### src/rtl/sprinkler_scheduler.sv
// Purpose : scans ASCII zone records in the schedule RAM and drives one valve enable per zone.
// Latency : K records plus a terminator take 10K+3 edges from scan_start to the DONE edge.
//           A table of MAX_RECORDS records takes 10*MAX_RECORDS+1 edges.
// Backpr. : scan_start while busy sets a single pending flag; extra requests merge into one rescan.
// Ports   : clk/rst_n; scan_start, cur_min in; ram_en/we/addr/din out, ram_dout in;
//           zone_on, busy, scan_done, fmt_err, rec_count out (all registered).
module sprinkler_scheduler #(
  parameter int BASE_ADDR   = 10,
  parameter int NUM_ZONES   = 4,
  parameter int MAX_RECORDS = 20
) (
  input  logic                 clk,
  input  logic                 rst_n,
  input  logic                 scan_start,
  input  logic [10:0]          cur_min,
  output logic                 ram_en,
  output logic                 ram_we,
  output logic [7:0]           ram_addr,
  output logic [31:0]          ram_din,
  input  logic [31:0]          ram_dout,
  output logic [NUM_ZONES-1:0] zone_on,
  output logic                 busy,
  output logic                 scan_done,
  output logic                 fmt_err,
  output logic [5:0]           rec_count
);

  localparam int ZW = (NUM_ZONES > 1) ? $clog2(NUM_ZONES) : 1;

  localparam logic [1:0] IDLE = 2'd0;
  localparam logic [1:0] READ = 2'd1;
  localparam logic [1:0] CAP  = 2'd2;
  localparam logic [1:0] DONE = 2'd3;

  localparam logic [31:0] WORD_ZONE = 32'h7A6F6E65; // "zone"
  localparam logic [31:0] WORD_TO   = 32'h2020746F; // "  to"

  logic [1:0]           state;
  logic [2:0]           w_idx;     // word index within the current record
  logic [7:0]           rec_rd;    // records fully read this scan
  logic [10:0]          t;         // minute of day latched at scan start
  logic                 t_bad;
  logic                 rec_bad;   // current record already failed a check
  logic [ZW-1:0]        zone_idx;
  logic [10:0]          s_min;
  logic [NUM_ZONES-1:0] shadow;    // result being built; copied to zone_on only at DONE
  logic                 pending;

  function automatic logic is_digit(input logic [7:0] b);
    return (b >= 8'h30) && (b <= 8'h39);
  endfunction

  function automatic logic all_digits(input logic [31:0] w);
    return is_digit(w[31:24]) && is_digit(w[23:16]) && is_digit(w[15:8]) && is_digit(w[7:0]);
  endfunction

  // Low nibble of an ASCII digit is its value.
  function automatic logic [6:0] two_dig(input logic [7:0] hi, input logic [7:0] lo);
    return 7'(hi[3:0]) * 7'd10 + 7'(lo[3:0]);
  endfunction

  function automatic logic [13:0] four_dig(input logic [31:0] w);
    return 14'(w[27:24]) * 14'd1000 + 14'(w[19:16]) * 14'd100
         + 14'(w[11:8]) * 14'd10 + 14'(w[3:0]);
  endfunction

  function automatic logic time_ok(input logic [31:0] w);
    return all_digits(w) && (two_dig(w[31:24], w[23:16]) <= 7'd23)
                         && (two_dig(w[15:8],  w[7:0])   <= 7'd59);
  endfunction

  function automatic logic [10:0] time_min(input logic [31:0] w);
    logic [12:0] m;
    m = 13'(two_dig(w[31:24], w[23:16])) * 13'd60 + 13'(two_dig(w[15:8], w[7:0]));
    return m[10:0];
  endfunction

  logic [13:0] zone_val;
  logic [10:0] e_min;
  logic        word_ok;
  logic        active;
  logic        last_rec;
  logic        cap_issue;
  logic        start_now;

  always_comb begin
    zone_val = four_dig(ram_dout);
    e_min    = time_min(ram_dout);
    word_ok  = 1'b1;
    case (w_idx)
      3'd1:    word_ok = all_digits(ram_dout) && (zone_val < 14'(NUM_ZONES));
      3'd2:    word_ok = time_ok(ram_dout);
      3'd3:    word_ok = (ram_dout == WORD_TO);
      3'd4:    word_ok = time_ok(ram_dout);
      default: word_ok = 1'b1;
    endcase
    // Empty window when start equals end; S>E wraps past midnight.
    active = 1'b0;
    if (s_min < e_min)      active = (t >= s_min) && (t < e_min);
    else if (s_min > e_min) active = (t >= s_min) || (t < e_min);
    last_rec  = (rec_rd == 8'(MAX_RECORDS - 1));
    // Capture of one word and issue of the next share an edge, except at table end.
    cap_issue = 1'b1;
    if (w_idx == 3'd0)      cap_issue = (ram_dout == WORD_ZONE);
    else if (w_idx == 3'd4) cap_issue = !last_rec;
    start_now = ((state == IDLE) && scan_start) || ((state == DONE) && (pending || scan_start));
  end

  assign ram_we  = 1'b0;
  assign ram_din = 32'd0;

  always_ff @(posedge clk or negedge rst_n) begin
    if (!rst_n) begin
      state     <= IDLE;
      w_idx     <= 3'd0;
      rec_rd    <= 8'd0;
      t         <= 11'd0;
      t_bad     <= 1'b0;
      rec_bad   <= 1'b0;
      zone_idx  <= '0;
      s_min     <= 11'd0;
      shadow    <= '0;
      pending   <= 1'b0;
      ram_en    <= 1'b0;
      ram_addr  <= 8'd0;
      zone_on   <= '0;
      busy      <= 1'b0;
      scan_done <= 1'b0;
      fmt_err   <= 1'b0;
      rec_count <= 6'd0;
    end else begin
      scan_done <= 1'b0;
      if (scan_start && ((state == READ) || (state == CAP))) pending <= 1'b1;

      case (state)
        READ: begin
          ram_en <= 1'b0;
          state  <= CAP;
        end
        CAP: begin
          case (w_idx)
            3'd0: rec_bad <= 1'b0;
            3'd1: begin
              zone_idx <= ZW'(zone_val);
              if (!word_ok) begin rec_bad <= 1'b1; fmt_err <= 1'b1; end
            end
            3'd2: begin
              s_min <= e_min;
              if (!word_ok) begin rec_bad <= 1'b1; fmt_err <= 1'b1; end
            end
            3'd3: if (!word_ok) begin rec_bad <= 1'b1; fmt_err <= 1'b1; end
            default: begin
              rec_rd <= rec_rd + 8'd1;
              if (!rec_bad && word_ok) begin
                rec_count <= rec_count + 6'd1;
                if (active) shadow[zone_idx] <= 1'b1;
              end else begin
                fmt_err <= 1'b1;
              end
            end
          endcase
          if (cap_issue) begin
            ram_en   <= 1'b1;
            ram_addr <= ram_addr + 8'd1;
            w_idx    <= (w_idx == 3'd4) ? 3'd0 : w_idx + 3'd1;
            state    <= READ;
          end else begin
            state <= DONE;
          end
        end
        DONE: begin
          zone_on   <= t_bad ? '0 : shadow;
          scan_done <= 1'b1;
          busy      <= 1'b0;
          state     <= IDLE;
        end
        default: ;
      endcase

      // Shared by a fresh request in IDLE and a pending rescan from DONE,
      // so busy stays high across back-to-back scans.
      if (start_now) begin
        t         <= cur_min;
        t_bad     <= (cur_min >= 11'd1440);
        fmt_err   <= (cur_min >= 11'd1440);
        shadow    <= '0;
        rec_count <= 6'd0;
        rec_rd    <= 8'd0;
        w_idx     <= 3'd0;
        pending   <= 1'b0;
        ram_addr  <= 8'(BASE_ADDR);
        ram_en    <= 1'b1;
        busy      <= 1'b1;
        state     <= READ;
      end
    end
  end

endmodule

### config.mk
export PLATFORM = sky130hd
export DESIGN_NAME = sprinkler_scheduler
export DESIGN_NICKNAME = d
export VERILOG_FILES = /design/src/rtl/sprinkler_scheduler.sv
export SDC_FILE = /design/constraint.sdc
export NUM_CORES = 1
export LEC_CHECK = 0
export BUFFER_PORTS_ARGS = -buffer_cell sky130_fd_sc_hd__buf_4
export CAP_MARGIN = 20
export CORE_ASPECT_RATIO = 1.25
export CORE_MARGIN = 5
export CORE_UTILIZATION = 50
export CTS_CLUSTER_DIAMETER = 100
export DETAILED_ROUTE_END_ITERATION = 6
export HOLD_SLACK_MARGIN = 0.1
export PLACE_DENSITY = 0.85
export SLEW_MARGIN = 20
export SYNTH_ARGS = -nofsm -noshare
export SYNTH_HDL_FRONTEND = slang
export SYNTH_SLANG_ARGS = --single-unit
### constraint.sdc
create_clock -name clk -period 2.3 [get_ports clk]
set_input_delay 0.23 -clock clk [delete_from_list [all_inputs] [get_ports clk]]
set_output_delay 0.23 -clock clk [all_outputs]
set_load 0.005 [all_outputs]
# After elaboration in Yosys (flattened, before gate mapping)
# Cells that the tools add are included.
# op_classes
n_eq_ne,16
addsub,10
muxes,44
bitwise_logic,1
n_mul,6
magnitude_cmp,18
reduce_logical,45
# ops
operator,count
2-to-1 mux 8 bit,6
== test 32 x 30 -> 1 bit (second input constant),1
== test 32 x 31 -> 1 bit (second input constant),1
>= comparator 8 x 6 -> 1 bit (second input constant),4
<= comparator 8 x 6 -> 1 bit (second input constant),4
2-to-1 mux 4 bit,6
2-to-1 mux 6 bit,4
less-than comparator 11 bit,2
adder 8 x 1 -> 8 bit (second input constant),2
logical AND 1 bit,16
2-to-1 mux 1 bit,16
adder 14 x 11 -> 14 bit,1
adder 14 x 4 -> 14 bit,1
adder 14 x 8 -> 14 bit,1
adder 7 x 4 -> 7 bit,2
less-than comparator 14 x 3 -> 1 bit (second input constant),1
nonzero test 2 bit,7
multiplier 4 x 3 -> 6 bit (second input constant),2
2-to-1 mux 3 bit,4
adder 11 x 7 -> 11 bit,1
>= comparator 11 bit,1
>= comparator 11 bit (second input constant),1
> comparator 11 bit,1
multiplier 4 x 7 -> 11 bit (second input constant),1
37 further kinds,54
# word_totals
out_inout_bits,55
wordCells,157
regBits,66

# Longest topological paths before layout
# Gate-level depths: netlist (run 1).
# logic_depth
depth_word,13
depth_mapped,24

# Worst setup path after synthesis (run 1)
# OpenSTA, ideal clock, no wires.
# synth_timing
path_kind,input to register
start,in ram_dout[17]
end,reg shadow[0]
setup_ns,0.095
path_buffers,0
t_arrival_ns,4.967
path_slack_ns,-2.763
path_stages,20
path_cell_list,ha_1 fa_1 fa_1 fa_1 inv_1 fa_1 inv_1 ha_1 o21ai_0 a21oi_1 o21ai_0 nor3_1 xnor2_1 ha_1 and4_1 a221oi_1 o21a_1 nand3_1 o31a_1 o31ai_1
# synth_between
elab_chain_len,11
word_cells_on_any_way,31
cone_classes,add/sub: 5; mul: 2; order compare: 7; eq/ne: 1; mux: 3; reduce/logical: 13
# synth_lines
item,line_no,rtl
from (decl),20,"input logic [31:0] ram_dout,"
"parallel branches: the longest is 10 deep, another holds adder 14 x 11 -> 14 bit",n/a,
AND reduction 4 bit (no line) *,n/a,
to (signal assigned),122,shadow <= '0;
"to (signal, indexed assignment)",156,if (active) shadow[zone_idx] <= 1'b1;
to (signal assigned),186,shadow <= '0;
to (decl),46,logic [NUM_ZONES-1:0] shadow;
# Every way passes the cells marked *.
# A chain may end at the register's enable or synchronous reset.

# Worst setup path in the final report (run 1)
# layout_timing
start,in ram_dout[24]
end,reg shadow[1]
# layout_between
elab_chain_len,11
word_cells_on_any_way,32
cone_classes,add/sub: 5; mul: 3; order compare: 7; eq/ne: 1; mux: 3; reduce/logical: 13
# layout_lines
item
"parallel branches: the longest is 10 deep, another holds adder 14 x 11 -> 14 bit"
AND reduction 4 bit (no line) *
# Marks and branches as above.

==> results.md, run 1 <==
- The run finished, with violations left.
- The checks that failed: setup timing.
- The overall fraction of global-route tracks in use is 0.216.
- Traced cell by cell, the critical path runs through buf_8 -> ha_4 -> fa_2 -> fa_1 -> fa_1 -> inv_2 -> fa_2 -> inv_2 -> ha_4 -> o21ai_2 -> a21oi_4 -> o21ai_4 -> xnor2_2 -> ha_1 -> a21o_1 -> a21o_1 -> a221oi_2 -> o21a_1 -> buf_4 -> o31a_1 -> o31ai_1.
- The post-route fraction of the period consumed by the critical path is 2.14.
- CTS saw 66 sinks.
- The source-to-sink clock delay at the later pin of the worst-skew pair is 330 ps.
- In the synthesized netlist the async set-or-reset flop fraction comes to 1.00.
- In this run, synthesis inferred 0 flip-flops with an integrated enable.
- The area growth from synthesis to final layout is 36.4%.
- The number of port buffers is 67.
- Entering global routing, the biggest net connects 67 pins.
- In this run, CTS created clock tree buffers numbering 9.
- The die boundary width is 118 um.
- The post-place setup slack is -2970 ps.
- The worst pin sits at a relative slew slack of 0.455.
- A synthesized cell averages 8.86 um^2.
- The overall die area is 17100 um^2.
- In this run the worst path has a maximum fanout of 4.
- The core region is 14300 um^2.
- STA puts the critical path data arrival time at 5140 ps.
- The most used flip-flop cell after synthesis is dfrtp_1.
- The detailed-routing iteration count for the pre-antenna-repair pass is 7.
- The number of antenna diodes in the final layout is 0.
- The routed design has 18800 um of wire.
- The share of total power dissipated in combinational logic is 0.792.
- TritonCTS built the clock tree.
- The number of pins exceeding their max-slew limit in the final report is 0.
- For the pin with the worst max-slew slack, the measured transition is 818 ps.
- Summed over all cells, the static leakage comes to 5.10 nW.
- IR analysis of the VDD net gives a maximum drop of 1310 uV.
- In the final layout, the share of cells above drive strength 1 is 0.301.
- The standard cell with the maximum stage delay on the critical path is fa_1.
- For this run, the top clock speed supported by timing is 203 MHz.
- The number of filler cells placed in the layout is 1042.
- The final net count is 1237.
- After global routing the overflow that remains totals 0.
- The floorplan row count is 49.
- The warning count from the yosys run is 0.
- For this configuration, the core starts out at a cell density of 0.506.
- The post-detailed-route via-to-cell ratio is 5.43.
- The cell at the root of the clock tree is clkbuf_16.
- The DRC marker count from the first detailed-route iteration is 369.
- The via count of the first global-routing pass was 6748.
- Data on the critical path is required at its endpoint by 2510 ps.
- Subtracting the final worst setup slack from the clock period gives 4930 ps.
- The number of buffers on the longest clock path is 2.
- In the final routed layout, each cell accounts on average for 15.6 um.
- For this run, global-route usage on met3 was measured as 0.0400.
- The die is 145 um tall.
- Yosys mapped the design onto 63 distinct sky130hd cell types.
- The number of antenna violations at the first check in global routing is 0.
- The final standard cell utilization of the core is 0.690.
- The final worst clock skew is 4.00 ps.
- The worst setup path is of the in -> reg kind.
- The final-report setup violation count is 19.
- The share of total power dissipated in the clock network is 0.105.
- The type of destination of the critical path is a flip-flop.
- The flip-flop and latch count after synthesis is 66.
- The power density of the placed cells is 1460 nW/um^2.
- Once routing completed, OpenROAD measured the worst setup slack at -2630 ps.
- Of the total power, registers draw 0.103.
- Counting tap cells, the placed design contains a total of 1163 instances.
- The met1 track utilization from global routing is 0.247.
- The first global-routing pass estimated 30600 um of wire.
- The internal portion of the total power is 8.14 mW.
- The path category of the worst min-delay check is in -> reg.
- The number of max-cap violations is 0.
- Once placement finished, the instance area stood at 8870 um^2.
- After routing the design area is 9910 um^2.
- For this run, design rule violations remaining after detail routing come to 0.
- In the synthesized netlist, the number of instances is 820.
- In this run the most used layer during global routing was met2.
- Of the total power, the share spent switching nets is 0.439.
- The sort of element at the start of the critical path is an input pin.
- Leaving out filler cells and counting taps, the final layout contains 1210.
- The number of placed I/O pins is 101.
- The CTS clock-pin slew for the worst setup and hold paths is 50 ps.
- The H-tree depth reported by CTS is 3.
- The congestion estimate from routability-driven global placement came to 0.916.
- The slack of the worst reg-to-reg path is -290 ps.
- In the global route stage, met2 resource usage came out at 0.404.
- The net switching component of the power is 6.36 mW.
- The post-synthesis cell area is 7260 um^2.
- The remaining antenna violation count is 0.
- After legalization and detailed placement, the total HPWL measured 13900 um.
- The number of hold violations in the final report is 0.
- The routed via count is 6566.
- The register area share after synthesis is 0.227.
- Setup repair after global routing could not meet its margin everywhere.
- The largest stage delay on the critical path is 580 ps.
power groups by stage:
stage          registers [mW]  clock network [mW]  logic [mW]
2_1_floorplan            1.46                   0        6.22
3_3_place_gp             1.50                   0        8.68
3_5_place_dp             1.50                   0        9.07
4_1_cts                  1.49                1.54        10.3
5_1_grt                  1.51                1.59        12.5
6_report                 1.49                1.53        11.5
per-stage QoR:
| stage | total power, mW | hold slack, ps | TNS [ps] |
|---|---|---|---|
| floorplan | 7.68 | -65.6 | -32970 |
| global placement | 10.2 | 368 | -43800 |
| detailed placement | 10.6 | 369 | -46720 |
| CTS | 13.4 | 101 | -35060 |
| global route | 15.6 | 110 | -39210 |
| finish | 14.5 | 102 | -36450 |
kinds of logic (layout without fill, tap and decap cells):
logic type	Yosys count	after routing	synth area share
other cells	1	33	0.000516
compound gates	163	163	0.144
flops	66	66	0.227
simple gates	224	224	0.153
mux	8	8	0.0115
xor+xnor	49	49	0.0591
fa+ha+maj	165	165	0.314
buf+inv	144	324	0.0915
state kept, by name, indices dropped and copies added (netlist names):
name       flops
s_min         11
t             11
ram_addr       8
rec_rd         8
rec_count      6
shadow         4
zone_on        4
w_idx          3
state          2
zone_idx       2
busy           1
fmt_err        1
pending        1
ram_en         1
rec_bad        1
scan_done      1
t_bad          1
per-layer routing:
metal | routed length, um | vias up
met3 | 879 | 28
met2 | 10100 | 186
met4 | 355 | 0
met1 | 7470 | 3179
li1 | - | 3173
met5 | 0 | -
worst max-delay path: cells and delay by family:
family / cells / cell delay [ps]
AOI/OAI and AO/OA: 9 / 1490
buffers and inverters: 4 / 310
adders and majority gates: 7 / 2870
xor gates and xnor gates: 1 / 240
cell usage after synthesis, drive strengths merged (4+ instances only):
cell type	count	area [um^2]
a211o	4	35.0
a211oi	8	60.1
a21o	15	113
a21oi	42	210
a31oi	8	50.1
and3	6	37.5
buf	34	251
clkbuf	13	48.8
dfrtp	66	1650
fa	29	581
ha	135	1690
inv	97	364
mux2i	5	50.1
nand2	80	303
nand2b	14	87.6
nand3	18	90.1
nand3b	5	37.5
nand4	16	100
nor2	41	154
nor2b	8	50.1
nor3	13	65.1
nor4	5	31.3
o21a	7	52.6
o21ai	43	215
o21bai	5	37.5
o22ai	4	25.0
o31ai	6	58.8
xnor2	25	219
xor2	24	210
final timing paths:
| check | startpoint | end | cells after the start |
|---|---|---|---|
| max in group asynchronous | rst_n | s_min[9] | 2 |
| min reg2reg | ram_en | ram_en | 1 |
| max reg2reg | w_idx[1] | shadow[2] | 11 |
| min | cur_min[9] | t[9] | 3 |
| min in group asynchronous | rst_n | ram_addr[5] | 2 |
| max | ram_dout[24] | shadow[1] | 21 |
layout make-up:
cell class	instances	area, um^2	area share
clock inverter	4	72.6	0.00733
timing repair buffer	211	1680	0.170
tap	178	223	0.0225
clock buffer	12	267	0.0269
inverter	97	369	0.0373
sequential	66	1650	0.167
multi-input combinational	642	5640	0.569
layout by cell type (no fill, tap or decap), types with 4 or more instances in the layout:
cell type	n
o21ai_2	9
nor2b_1	8
a21o_1	15
mux2i_1	5
a211oi_1	6
o21bai_1	4
o21a_1	7
nand2b_1	13
conb_1	33
buf_4	186
a21oi_1	33
a211o_1	4
xor2_1	18
a21oi_2	7
nand2_1	77
xnor2_1	21
ha_1	118
dlygate4sd3_1	6
inv_2	8
inv_1	88
nor4_1	4
o21ai_0	30
nand3_1	15
xnor2_2	4
a31oi_1	7
nand4_1	16
nor2_1	41
nand3b_1	5
nor3_1	12
and3_1	6
dfrtp_1	66
ha_4	17
fa_1	27
clkbuf_16	9
buf_6	14
timing repair:
action | 4_1_cts | 5_1_grt
pin swaps | 48 | 48
setup buffers | 14 | 12
hold endpoints to repair | 71 | 0
gates cloned | 2 | 0
resized for setup | 54 | 39
endpoints found under the setup margin | 22 | 34
hold buffers | 6 | 0
Note: power is estimated with default switching activity, not from simulation.
==> run 2, diff against run 1 <==
CORE_ASPECT_RATIO = 1.5   (was 1.25)
==> run 2 against run 1 <==
Compared with the run above:
- the run still ends with setup timing left
- die area is 0.20% higher
- sequential power hardly changed
- clock skew grew 2.8 ps
- final area rose by 0.48%
- largest cell class unchanged
- critical path depth fell by 1
- combinational power is essentially flat
- largest power group unchanged
- first-iteration DRC count shrank 43%
- final cell count up 2.2%
- register-to-register slack improved by 60 ps
- global-route usage increased by 1.8 points
- via count grew 1.9%
==> results.md, run 2 (synthesis gave the netlist of run 1 again) <==
- Violated checks: setup timing (unchanged).
- The highest fanout seen on the critical path came to 4 (unchanged).
- The final-report setup violation count is 19 (unchanged).
- The global-route wire length before repair is 32000 um (was 30600 um).
- The number of cells on the worst reg-to-reg path is 12 (was 11).
- The number of clock sinks is 66 (unchanged).
- The maximum frequency from static timing analysis came to 201 MHz (was 203 MHz).
- The fraction of final layout cells with drive strength greater than 1 was 0.302 (was 0.301).
- The leftover overflow at the end of global routing is 0 (unchanged).
- The total half-perimeter wirelength after legalization and detailed placement was 14400 um (was 13900 um).
- The post-detailed-route via-to-cell ratio is 5.41 (was 5.43).
- The number of hold violations in the final report is 0 (unchanged).
- The number of antenna violations at the first check in global routing was 0 (unchanged).
- The category of the critical setup timing path is in -> reg (unchanged).
- The sort of element at the start of the critical path is an input pin (unchanged).
- The path category of the worst min-delay check was in -> reg (unchanged).
- The total clock buffers created by CTS is 9 (unchanged).
- The detailed-routing iteration count for the pre-antenna-repair pass was 5 (was 7).
- The worst hold path depth is 3 (unchanged).
- The routability congestion estimate from global placement is 0.882 (was 0.916).
- The worst supply voltage drop on vdd is 1350 uV (was 1310 uV).
- The post-place setup slack was -3020 ps (was -2970 ps).
- The area growth from synthesis to final layout is 37.0% (was 36.4%).
- The wire length reported by the detailed router is 20200 um (was 18800 um).
- The DRC marker count from the first detailed-route iteration came to 210 (was 369).
- The final net count was 1246 (was 1237).
- The actual slew at the worst max-slew pin was 851 ps (was 818 ps).
- The source-to-sink clock delay at the later pin of the worst-skew pair was 330 ps (about the same).
- The area of the core region is 14400 um^2 (was 14300 um^2).
- Setup repair after global routing missed its margin: true (unchanged).
- The effective utilization at floorplan is 0.505 (was 0.506).
- The post-route fraction of the period consumed by the critical path was 2.17 (was 2.14).
- The H-tree depth reported by CTS is 3 (unchanged).
- The routed wirelength normalized by instance count is 16.4 um (was 15.6 um).
- Highest-count cells in the layout ignoring fill and taps: 191 x buf_4, 118 x ha_1, 88 x inv_1 (was 186 x buf_4, 118 x ha_1, 88 x inv_1).
- The standard cell with the maximum stage delay on the critical path is fa_2 (was fa_1).
- The power density of the placed cells is 1450 nW/um^2 (was 1460 nW/um^2).
- The number of placed I/O pins was 101 (unchanged).
- The overall die area is 17100 um^2 (about the same).
- The worst relative slew slack was 0.432 (was 0.455).
- The type of destination of the critical path is a flip-flop (unchanged).
- The antenna diode instance count is 0 (unchanged).
- The largest stage delay on the critical path is 570 ps (was 580 ps).
- The number of port buffers is 67 (unchanged).
- The final worst clock skew is 6.82 ps (was 4.00 ps).
- The arrival time of data at the critical path endpoint is 5210 ps (was 5140 ps).
- The cell at the root of the clock tree is clkbuf_16 (unchanged).
- The detailed-route DRC error count is 0 (unchanged).
- Registers with the most flip-flops: s_min x11, t x11 (unchanged).
- The routed via count is 6693 (was 6566).
- The number of max-cap violations is 0 (unchanged).
- The number of pins exceeding their max-slew limit in the final report is 0 (unchanged).
- The smallest setup slack after layout is -2680 ps (was -2630 ps).
- The worst path required time is 2530 ps (was 2510 ps).
- The via count of the first global-routing pass is 7012 (was 6748).
- The most common library cell in the layout ignoring fill and taps was buf_4 (unchanged).
- Ordered list of cells on the worst path: buf_12 -> ha_4 -> fa_2 -> fa_1 -> fa_1 -> inv_2 -> fa_2 -> inv_2 -> ha_4 -> o21ai_2 -> a21oi_2 -> o21ai_2 -> nor3_2 -> xnor2_1 -> ha_1 -> and4_4 -> nand2_1 -> o21a_1 -> o31a_1 -> o31ai_1 (was buf_8 -> ha_4 -> fa_2 -> fa_1 -> fa_1 -> inv_2 -> fa_2 -> inv_2 -> ha_4 -> o21ai_2 -> a21oi_4 -> o21ai_4 -> xnor2_2 -> ha_1 -> a21o_1 -> a21o_1 -> a221oi_2 -> o21a_1 -> buf_4 -> o31a_1 -> o31ai_1).
- The die boundary width was 108 um (was 118 um).
- The remaining antenna violation count came to 0 (unchanged).
- The final hold slack was 112 ps (was 102 ps).
- The leakage power figure is 5.13 nW (was 5.10 nW).
- The floorplan row count is 54 (was 49).
- The largest net degree at the start of global routing came to 67 (unchanged).
- The CTS clock-pin slew for the worst setup and hold paths is 50 ps (about the same).
- Result of the run: finished with violations (unchanged).
- The die outline height was 158 um (was 145 um).
- The time the worst path needs with I/O delays and setup was 4980 ps (was 4930 ps).
- The number of buffers on the longest clock path came to 2 (unchanged).
- The CTS tree is yes (unchanged).
- The overall fraction of global-route tracks in use was 0.234 (was 0.216).
-- run 2: cell count changes in the layout (fill, tap and decap cells not counted), moves of 2 or more --
cell           previous run  this run
o21ai_2                   9        11
nand3_2                   2         5
dlygate4sd3_1             6        10
nand3_1                  15        13
buf_4                   186       191
a21oi_4                   2         0
clkbuf_8                  3         1
o21ai_0                  30        28
-- run 2: timing repair --
item                                   CTS  global route
setup endpoints to repair               27            34
pin swaps                               41            34
resized for setup                       64            28
cloned                                   2             0
hold buffers                            10             0
buffers inserted                        18            14
endpoints found under the hold margin   75             0
-- run 2: metrics by stage --
stage / TNS, ps / std cells / utilization / power [mW] / area, um^2
after floorplan: -32970 / 852 / - / 7.68 / 7580
after global placement: -43290 / 1182 / 0.618 / 10.0 / 8900
after detailed placement: -46980 / 1182 / 0.618 / 10.4 / 8900
after CTS: -34430 / 1228 / 0.681 / 13.4 / 9790
after global routing: -39350 / 1237 / 0.692 / 15.5 / 9950
final: -36630 / 1237 / 0.692 / 14.4 / 9950
-- run 2: metal layers --
| metal | global-route usage | vias up | wire (um) |
|---|---|---|---|
| li1 | - | 3181 | - |
| met5 | 0 | - | 0 |
| met4 | 0.123 | 0 | 888 |
| met2 | 0.441 | 223 | 11000 |
| met1 | 0.246 | 3226 | 7420 |
| met3 | 0.0379 | 63 | 946 |
-- run 2: final cells by class --
class                   instances  area, um^2
flip-flops and latches         66        1650
well taps                     196         245
repair buffers                220        1780
fillers                      1017        4440
clock inverters                 5        77.6
inverters                      97         372
clock buffers                  11         243
multi-input cells             642        5590
-- run 2: power by group --
| group | leakage, nW | internal (mW) | switching (mW) |
|---|---|---|---|
| Sequential | 0.815 | 1.33 | 0.158 |
| Clock | 0.156 | 0.974 | 0.512 |
| Combinational | 4.16 | 5.57 | 5.90 |
-- run 2: worst max-delay path: cells and delay by family --
family / cells / cell delay (ps)
buffers and inverters: 3 / 200
XOR/XNOR: 1 / 130
adder cells (fa/ha/maj): 7 / 2890
AND/OR/NAND/NOR: 3 / 560
AO/OA/AOI/OAI: 6 / 1200
-- run 2: path summary, 6_finish.rpt --
check,slack [ps],startpoint,to
hold / removal,110,cur_min[0],t[0]
min in group asynchronous,540,rst_n,t[8]
hold reg to reg,490,shadow[3],shadow[3]
setup reg to reg,-230,w_idx[1],shadow[1]
setup / recovery,-2680,ram_dout[24],shadow[1]
max in group asynchronous,1190,rst_n,rec_rd[3]
==> run 3, diff against run 2 <==
CORE_MARGIN = not set   (was 5)
MAX_ROUTING_LAYER = met4   (was not set)
SETUP_SLACK_MARGIN = 0.02   (was not set)
==> run 3 against run 2 <==
Compared with the run above:
- the flow still finishes with violations (setup timing)
- sequential cell count stayed put
- setup slack better by 130 ps
- register-to-register slack lost 230 ps
==> results.md, run 3 (synthesis gave the netlist of run 1 again) <==
- The overall fraction of global-route tracks in use is 0.262 (was 0.234).
- The area of the core region came to 14100 um^2 (was 14400 um^2).
- The final worst clock skew is 5.76 ps (was 6.82 ps).
- The number of cells on the worst reg-to-reg path came to 12 (unchanged).
- The post-detailed-route via-to-cell ratio is 5.53 (was 5.41).
- The worst reg2reg path startpoint is w_idx[1] (unchanged).
- The die boundary width was 100 um (was 108 um).
- The post-place setup slack is -2960 ps (was -3020 ps).
- The hold path startpoint is cur_min[6] (was cur_min[0]).
- The total half-perimeter wirelength after legalization and detailed placement is 14300 um (was 14400 um).
- The power density of the placed cells was 1540 nW/um^2 (was 1450 nW/um^2).
- The final standard cell utilization of the core came to 0.719 (was 0.692).
- Setup repair after global routing missed its margin: true (unchanged).
- The routed wirelength normalized by instance count is 16.8 um (was 16.4 um).
- The detailed-route DRC error count came to 0 (unchanged).
- The worst path required time was 2540 ps (was 2530 ps).
- The die outline height was 150 um (was 158 um).
- The end of the worst hold path was t[6] (was t[0]).
- The effective utilization at floorplan is 0.514 (was 0.505).
- The cell area reported after detailed placement is 8900 um^2 (about the same).
- The highest fanout seen on the critical path is 4 (unchanged).
- The cell at the root of the clock tree is clkbuf_16 (unchanged).
- The detailed-routing iteration count for the pre-antenna-repair pass came to 5 (unchanged).
- The CTS clock-pin slew for the worst setup and hold paths was 50 ps (about the same).
- The area growth from synthesis to final layout is 39.8% (was 37.0%).
- The number of pins exceeding their max-slew limit in the final report is 0 (unchanged).
- The number of max-cap violations was 0 (unchanged).
- The number of cells in the finished layout apart from fillers is 1234 (was 1237).
- The floorplan row count is 53 (was 54).
- The sort of element at the start of the critical path is an input pin (unchanged).
- The leakage power figure is 5.18 nW (was 5.13 nW).
- The worst hold path depth is 3 (unchanged).
- The category of the critical setup timing path is in -> reg (unchanged).
- The number of antenna violations at the first check in global routing came to 0 (unchanged).
- The final hold slack came to 108 ps (was 112 ps).
- The path category of the worst min-delay check is in -> reg (unchanged).
- Highest-count cells in the layout ignoring fill and taps: 187 x buf_4, 114 x ha_1, 91 x inv_1 (was 191 x buf_4, 118 x ha_1, 88 x inv_1).
- The global-route wire length before repair came to 29900 um (was 32000 um).
- The H-tree depth reported by CTS came to 3 (unchanged).
- Violated checks: setup timing (unchanged).
- The antenna diode instance count is 0 (unchanged).
- The most common library cell in the layout ignoring fill and taps is buf_4 (unchanged).
- The total clock buffers created by CTS came to 9 (unchanged).
- The final instance area came to 10200 um^2 (was 9950 um^2).
- The type of destination of the critical path is a flip-flop (unchanged).
- Registers with the most flip-flops: s_min x11, t x11 (unchanged).
- The arrival time of data at the critical path endpoint is 5090 ps (was 5210 ps).
- The maximum frequency from static timing analysis is 206 MHz (was 201 MHz).
- The overall die area is 15000 um^2 (was 17100 um^2).
- The number of placed I/O pins was 101 (unchanged).
- The source-to-sink clock delay at the later pin of the worst-skew pair is 340 ps (was 330 ps).
- The fraction of final layout cells with drive strength greater than 1 is 0.312 (was 0.302).
- The remaining antenna violation count is 0 (unchanged).
- The number of filler cells placed in the layout is 932 (was 1017).
- The worst relative slew slack came to 0.441 (was 0.432).
- The final-report setup violation count is 24 (was 19).
- The DRC marker count from the first detailed-route iteration is 421 (was 210).
- Result of the run: finished with violations (unchanged).
- The actual slew at the worst max-slew pin was 838 ps (was 851 ps).
- The routed via count is 6829 (was 6693).
- The terminus of the critical flop-to-flop path was fmt_err (was shadow[1]).
- The smallest setup slack after layout came to -2550 ps (was -2680 ps).
- The post-route fraction of the period consumed by the critical path was 2.11 (was 2.17).
- The wire length reported by the detailed router was 20700 um (was 20200 um).
- The number of clock sinks is 66 (unchanged).
- The slack of the worst reg-to-reg path was -460 ps (was -230 ps).
- The final net count came to 1247 (was 1246).
- The routability congestion estimate from global placement is 0.919 (was 0.882).
- The instance count after placement with tap cells included was 1179 (was 1182).
- The time the worst path needs with I/O delays and setup was 4850 ps (was 4980 ps).
- The CTS tree is yes (unchanged).
- The number of hold violations in the final report is 0 (unchanged).
- The number of buffers on the longest clock path is 2 (unchanged).
- The worst supply voltage drop on vdd is 1340 uV (was 1350 uV).
- The number of port buffers is 67 (unchanged).
- The via count of the first global-routing pass is 6760 (was 7012).
- The largest net degree at the start of global routing is 67 (unchanged).
- The leftover overflow at the end of global routing was 0 (unchanged).
## run 3: worst max-delay path, cell delays in order
cell	delay, ps
buf_8	110
ha_4	150
fa_2	550
fa_1	460
fa_1	530
inv_1	60
fa_2	530
inv_2	50
ha_4	290
o21ai_4	70
a21oi_4	190
o21ai_4	100
nor3_2	150
xnor2_1	120
ha_1	340
and4_4	250
nand2_1	80
o21a_1	210
o31a_1	380
o31ai_1	230
## run 3: report_power, final
part | internal (mW) | switching, mW
clock network | 1.20 | 0.498
registers | 1.33 | 0.166
logic | 6.26 | 6.17
total | 8.79 | 6.83
## run 3: layout make-up
| type | count | area [um^2] | area share |
|---|---|---|---|
| Sequential cell | 66 | 1650 | 0.163 |
| Clock inverter | 5 | 125 | 0.0123 |
| Timing Repair Buffer | 221 | 1810 | 0.178 |
| Tap cell | 192 | 240 | 0.0237 |
| Clock buffer | 11 | 243 | 0.0239 |
| Inverter | 97 | 369 | 0.0363 |
| Multi-Input combinational cell | 642 | 5720 | 0.563 |
## run 3: what timing repair did
item	in CTS	in global routing
hold buffers	9	1
gates resized for setup	51	67
pin swaps	44	37
endpoints found under the setup margin	19	35
setup buffers	19	11
gates cloned	0	1
hold endpoints to repair	74	1
## run 3: metal layers
layer	routed length, um	global-route usage	share of wire	up-vias
li1	-	-	-	3202
met1	7390	0.264	0.36	3275
met4	1190	0.168	0.058	0
met5	0	-	0	-
met2	11300	0.475	0.54	263
met3	842	0.0299	0.041	89
## run 3: worst max-delay path by stage
stage	from	end	slack [ps]	cells past startpoint
after global placement	ram_dout[24]	shadow[2]	-2760	21
after CTS	ram_dout[24]	shadow[0]	-2440	21
final	ram_dout[24]	shadow[0]	-2550	20
after detailed placement	ram_dout[24]	shadow[0]	-2960	24
after global routing	ram_dout[24]	shadow[0]	-2690	23
after floorplan	ram_dout[17]	shadow[0]	-2500	20
## run 3: through the flow
step,setup TNS [ps],total power [mW]
after floorplan,-32970,7.68
final,-35860,15.6
after global placement,-42720,10.2
after global routing,-38250,16.7
after detailed placement,-45250,10.7
after CTS,-34530,13.7
